### config.mk
export PLATFORM = sky130hd
export DESIGN_NAME = spi_reg_bridge
export DESIGN_NICKNAME = d
export VERILOG_FILES = /design/src/rtl/spi_reg_bridge.sv
export SDC_FILE = /design/constraint.sdc
export NUM_CORES = 1
export LEC_CHECK = 0
export ABC_AREA = 0
export CORE_MARGIN = 1
export CORE_UTILIZATION = 40
export DETAILED_ROUTE_END_ITERATION = 16
export HOLD_SLACK_MARGIN = 0.1
export PLACE_DENSITY = 0.85
export SETUP_SLACK_MARGIN = 0.05
export SLEW_MARGIN = 20
export SYNTH_ARGS = -nofsm -noshare
export SYNTH_HDL_FRONTEND = slang
export SYNTH_SLANG_ARGS = --single-unit
### constraint.sdc
create_clock -name clk -period 2.73 [get_ports clk]
set_clock_uncertainty 0.15 [all_clocks]
set_input_delay 0.546 -clock clk [delete_from_list [all_inputs] [get_ports clk]]
set_output_delay 0.546 -clock clk [all_outputs]
set_load 0.05 [all_outputs]
### src/rtl/spi_reg_bridge.sv
// Executes one register-bus access per handshake request and returns a one-cycle ack.
// Optional bus timeout is compiled in with `define SPI_REG_BRIDGE_TIMEOUT_EN.
module spi_reg_bridge #(
  parameter int unsigned AW      = 8,
  parameter int unsigned DW      = 16,
  parameter int unsigned TIMEOUT = 16
) (
  input  logic          clk,
  input  logic          rstb,
  input  logic          req_it,
  output logic          ack_it,
  input  logic          cmd_rw,
  input  logic [AW-1:0] cmd_addr,
  input  logic [DW-1:0] cmd_wdata,
  output logic [DW-1:0] rsp_rdata,
  output logic          rsp_err,
  output logic          busy,
  output logic          ovr,
  input  logic          ovr_clr,
  output logic          bus_sel,
  output logic          bus_we,
  output logic [AW-1:0] bus_addr,
  output logic [DW-1:0] bus_wdata,
  input  logic [DW-1:0] bus_rdata,
  input  logic          bus_ready,
  input  logic          bus_err
);

  typedef enum logic [1:0] {StIdle, StAccess, StResp} state_e;

  state_e        state_q, state_d;
  logic          bus_sel_q, bus_sel_d;
  logic          bus_we_q, bus_we_d;
  logic [AW-1:0] bus_addr_q, bus_addr_d;
  logic [DW-1:0] bus_wdata_q, bus_wdata_d;
  logic [DW-1:0] rsp_rdata_q, rsp_rdata_d;
  logic          rsp_err_q, rsp_err_d;
  logic          ovr_q, ovr_d;

`ifdef SPI_REG_BRIDGE_TIMEOUT_EN
  localparam int unsigned CntW = $clog2(TIMEOUT + 1);
  localparam logic [CntW-1:0] CntLast = CntW'(TIMEOUT - 1);
  logic [CntW-1:0] cnt_q, cnt_d;
`endif

  always_comb begin
    state_d     = state_q;
    bus_sel_d   = bus_sel_q;
    bus_we_d    = bus_we_q;
    bus_addr_d  = bus_addr_q;
    bus_wdata_d = bus_wdata_q;
    rsp_rdata_d = rsp_rdata_q;
    rsp_err_d   = rsp_err_q;
`ifdef SPI_REG_BRIDGE_TIMEOUT_EN
    cnt_d       = cnt_q;
`endif

    unique case (state_q)
      StIdle: begin
        if (req_it) begin
          bus_we_d    = ~cmd_rw;
          bus_addr_d  = cmd_addr;
          bus_wdata_d = cmd_wdata;
          bus_sel_d   = 1'b1;
          state_d     = StAccess;
`ifdef SPI_REG_BRIDGE_TIMEOUT_EN
          cnt_d       = '0;
`endif
        end
      end
      StAccess: begin
        if (bus_ready) begin
          rsp_err_d = bus_err;
          if (!bus_we_q) rsp_rdata_d = bus_rdata;
          bus_sel_d = 1'b0;
          state_d   = StResp;
`ifdef SPI_REG_BRIDGE_TIMEOUT_EN
        end else if (cnt_q == CntLast) begin
          // Abort: reads return all-ones so the SPI master sees an obvious bad value.
          rsp_err_d = 1'b1;
          if (!bus_we_q) rsp_rdata_d = {DW{1'b1}};
          bus_sel_d = 1'b0;
          state_d   = StResp;
        end else begin
          cnt_d = cnt_q + 1'b1;
`endif
        end
      end
      StResp: state_d = StIdle;
      default: state_d = StIdle;
    endcase
  end

  // A request while busy is dropped; setting the flag wins over a same-cycle clear.
  always_comb begin
    ovr_d = ovr_q;
    if (req_it && (state_q != StIdle)) ovr_d = 1'b1;
    else if (ovr_clr)                  ovr_d = 1'b0;
  end

  always_ff @(posedge clk or negedge rstb) begin
    if (!rstb) begin
      state_q     <= StIdle;
      bus_sel_q   <= 1'b0;
      bus_we_q    <= 1'b0;
      bus_addr_q  <= '0;
      bus_wdata_q <= '0;
      rsp_rdata_q <= '0;
      rsp_err_q   <= 1'b0;
      ovr_q       <= 1'b0;
`ifdef SPI_REG_BRIDGE_TIMEOUT_EN
      cnt_q       <= '0;
`endif
    end else begin
      state_q     <= state_d;
      bus_sel_q   <= bus_sel_d;
      bus_we_q    <= bus_we_d;
      bus_addr_q  <= bus_addr_d;
      bus_wdata_q <= bus_wdata_d;
      rsp_rdata_q <= rsp_rdata_d;
      rsp_err_q   <= rsp_err_d;
      ovr_q       <= ovr_d;
`ifdef SPI_REG_BRIDGE_TIMEOUT_EN
      cnt_q       <= cnt_d;
`endif
    end
  end

  assign ack_it    = (state_q == StResp);
  assign busy      = (state_q != StIdle);
  assign bus_sel   = bus_sel_q;
  assign bus_we    = bus_we_q;
  assign bus_addr  = bus_addr_q;
  assign bus_wdata = bus_wdata_q;
  assign rsp_rdata = rsp_rdata_q;
  assign rsp_err   = rsp_err_q;
  assign ovr       = ovr_q;

endmodule

Word-level counts from Yosys, hierarchy flattened
Cells that the tools add are included.
- register bits after elaboration: 46
- reductions and logical operators: 10
- mux-type cells: 8
- equality and inequality tests: 4
- bitwise gates (word level): 2
- operators with widths (cell ; count):
    2-bit AND reduction ; 3
    3-bit AND reduction ; 2
    2-bit nonzero test ; 3
    1-bit 2-to-1 mux ; 4
    2-bit 2-to-1 mux ; 2
    2-bit inequality test (second input constant) ; 2
    2-bit case mux with 2 select lines ; 1
    2-bit by 1-bit equality test with 1-bit output (second input constant) ; 1
    2-bit equality test (second input constant) ; 1
    2-bit zero test ; 1
    1-bit inverter ; 2
    1-bit case mux with 2 select lines ; 1
    1-bit logical AND ; 1

Longest topological paths before layout
Gate-level depths: netlist (run 1).
- depth in word-level cells: 3
- gate-level depth with buffers: 4
- mapped depth without buffers: 3

Worst setup path after synthesis (run 1)
OpenSTA, ideal clock, no wires.
- path kind: reg2out
- start: register state_q[1]
- end: output port ack_it
- arrival time: 1.155 ns
- slack: 0.879 ns
- cell stages (with the launch flop): 3
- path through: dfrtp_1 > inv_1 > nor2_1
- longest elaborated chain between the ends: 1
- ends and longest elaborated chain (item ; RTL line ; text):
    start, declared ; 31 ; state_e state_q, state_d;
    start signal, assigned ; 103 ; state_q <= StIdle;
    start signal, assigned ; 115 ; state_q <= state_d;
    2-bit equality test ; 129 ; assign ack_it = (state_q == StResp);
    end, declared ; 11 ; output logic ack_it,
Every way passes these cells.

Worst setup path in the final report (run 1)
- start: register state_q[0]
- end: output port busy
- longest elaborated chain between the ends: 1
- ends and longest elaborated chain (item ; RTL line ; text):
    2-bit nonzero test ; 130 ; assign busy = (state_q != StIdle);
    end, declared ; 17 ; output logic busy,
Every way passes these cells.

==> results of run 1 <==
placed cells by master (no fill, tap or decap):
cell and instances:
mux2_4 10, buf_2 1, clkbuf_1 1, a211oi_1 1, nor2_8 1, or2_2 1, nand3b_4 1, nor3b_4 1
clkdlybuf4s50_1 91, dfrtp_1 46, clkbuf_8 5, bufinv_16 1, a22o_1 1, clkinvlp_4 1, o21ai_0 2, mux2_2 31
nor2_1 3, a21oi_1 2, inv_1 4, buf_4 2
power groups by stage:
stage               clock network (W)  logic (W)  registers, W
global placement                    0    0.00251       0.00122
finish                       0.000490    0.00252       0.00123
floorplan                           0   0.000533       0.00239
CTS                          0.000508    0.00254       0.00123
detailed placement                  0    0.00254       0.00123
global route                 0.000534    0.00261       0.00127
sequential cells by signal (all words and copies together), names as in the netlist:
signal,cells
bus_wdata,16
rsp_rdata,16
bus_addr,8
state_q,2
bus_sel,1
bus_we,1
ovr,1
rsp_err,1
cell families after synthesis:
| family | after synthesis | synth area share [%] |
|---|---|---|
| compound gates | 6 | 1.999 |
| buf+inv | 7 | 2.894 |
| flops | 46 | 63.40 |
| mux | 41 | 27.50 |
| simple gates | 7 | 4.204 |
worst max-delay path: stages (launching register included):
cell	delay [ps]
dfrtp_1	490
or2_2	330
clkdlybuf4s50_1	700
worst max path at each step:
stage	from	endpoint	slack, ps
finish	state_q[0]	busy	230
global route	state_q[1]	ack_it	180
CTS	state_q[0]	busy	210
detailed placement	req_it	bus_wdata[4]	420
global placement	req_it	bus_wdata[13]	490
floorplan	state_q[1]	ack_it	880
metal layers:
layer	share of wire, %	vias up	track usage [%]
met5	0	-	0
met4	1.5	0	7.483
met3	7.0	5	4.797
met2	51	54	29.13
met1	40	577	19.71
li1	-	563	-
metrics by stage:
stage / cells / util, % / power [W] / area, um^2 / setup slack (ps)
after floorplan: 107 / - / 0.002920 / 1815 / 879.1
after global placement: 250 / 63.71 / 0.003732 / 2774 / 488.9
after detailed placement: 250 / 63.71 / 0.003771 / 2774 / 417.3
after CTS: 258 / 66.24 / 0.004277 / 2884 / 210.4
after global routing: 258 / 66.24 / 0.004417 / 2884 / 178.9
final: 258 / 66.24 / 0.004235 / 2884 / 228.9
layout make-up:
class	instances	area [um^2]	share of cell area, %
Clock buffer	6	72.57	2.516
Clock inverter	2	37.54	1.302
Inverter	4	15.01	0.5206
Tap cell	52	65.06	2.256
Sequential cell	46	1151	39.91
Timing Repair Buffer	94	930.9	32.28
Multi-Input combinational cell	54	611.8	21.21
==> flow_summary_export.csv, run 1 <==
group,metric,value,unit
floorplan,rows,24,
synth,ys_ff_latch,46,
timing,slew_violations,0,
power_and_ir_drop,p_int,0.002264,W
power_and_ir_drop,irDropWorstVdd,0.8788,mV
synth,syn_avg_cell_area,16.97,um^2
floorplan,fp.dieH,69.37,um
clock_network,cts_setup_buffers,0,
global_routing,antenna_found_initial,0,
floorplan,fp.dieW,69.37,um
power_and_ir_drop,power_frac_comb,59.5,%
detailed_routing,vias_per_cell,4.647,
setup_path,cp-start-kind,"flip-flop",
setup_path,critical_path.max_fanout,7,
floorplan,coreArea,4354,um^2
timing,finalSetupViolCount,0,
worst_hold_path,hold_class,"input pin to async pin",
clock_network,root_buffer,"clkbuf_8",
synth,synthCells,107,
clock_network,clk_latency,290,ps
setup_path,regToRegSetupSlack,1060,ps
synth,seq_area_frac_synth,63.40,%
synth,synth_area_leader_cell,"dfrtp_1",
global_routing,grt_pass1_vias,1280,
timing,rsz0062_at_grt,"false",
clock_network,clk_pin_slew,80,ps
detailed_routing,drtIter0Drc,33,
clock_network,cts_tree,"yes",
layout,syn2layout_area_growth,58.86,%
setup_path,reg2reg_from,"state_q[0]",
layout,finalNetCount,252,
timing,period_needed,2501,ps
status,run_status,"finished, final reports clean",
detailed_routing,wl,3.830,mm
floorplan,ios,93,
timing,tightest_slew,575.9,ps
place,port_buffers,92,
clock_network,cts_buffers,5,
power_and_ir_drop,power.share.clock,11.6,%
synth,synth_cell_type_count,15,
flow_run,drv_cap,0,
layout,drive_gt1_share,26.70,%
timing,holdWs,168.5,ps
timing,hold_violations,0,
synth,synth-edff-count,0,
synth,synthesis.nets,154,
floorplan,start_util,41.70,%
clock_network,cts_buffer_depth,2,
timing,relSlewSlack,61.61,%
global_routing,grt_util_all_layers,16.98,%
global_routing,grt_max_degree,47,
power_and_ir_drop,seq_power_share,28.9,%
timing,finalCritPeriodShare,91.62,%
layout,num-fill-cells,324,
timing,max_clock_freq,399.8,MHz
timing,setup-tns-final,0,ps
detailed_routing,num_vias,1199,
setup_path,crit_path_end_kind,"primary output",
synth,syn_area,1815,um^2
floorplan,dieArea,4812,um^2
clock_network,hold_buffers,0,
place,dp.final_hpwl,2.733,mm
synth,synth_top_area_share,63.40,%
power_and_ir_drop,power.net_switching,0.001971,W
power_and_ir_drop,leakage,1.227,nW
synth,synthArstFlopShare,100.0,%
global_routing,grt_pass1_wl,6.265,mm
clock_network,cts_resized,0,
global_routing,gr-total-overflow,0,
synth,yosysWarnings,0,
layout,antenna_cells,0,
detailed_routing,drtAntennaViolNets,0,
setup_path,reg2reg_to,"bus_wdata[9]",
detailed_routing,wl_per_cell,14.84,um
setup_path,critical_path_class,"flip-flop to primary output",
setup_path,crit_required,2030,ps
synth,synthFlopType,"dfrtp_1",
power_and_ir_drop,sw_frac_of_total,46.53,%
detailed_routing,drc_errors,0,
synth,synthTopCellsByCount,"dfrtp_1 (46), mux2_2 (31), mux2_4 (10)",
power_and_ir_drop,cellPowerDensity,1468,nW/um^2
setup_path,r2r_cells,3,
synth,synth_area_leaders,"dfrtp_1 (63%), mux2_2 (19%), mux2_4 (8.3%), buf_6 (1.2%), nand3b_4 (1.1%)",
synth,yosysMostFrequentCell,"dfrtp_1",
clock_network,cts_num_sinks,46,
place,gp_congestion,0.7115,
detailed_routing,firstDrtPassIters,4,
setup_path,cp.arrival,1810,ps
clock_network,htreeDepth,2,
Power figures use the tool's default switching activity.
==> run 2: changes to the inputs <==
Settings changed: GPL_ROUTABILITY_DRIVEN from default to 0.
==> results of run 2 <==
Same layout as run 1: the final DEF is identical, and so are final timing and power.
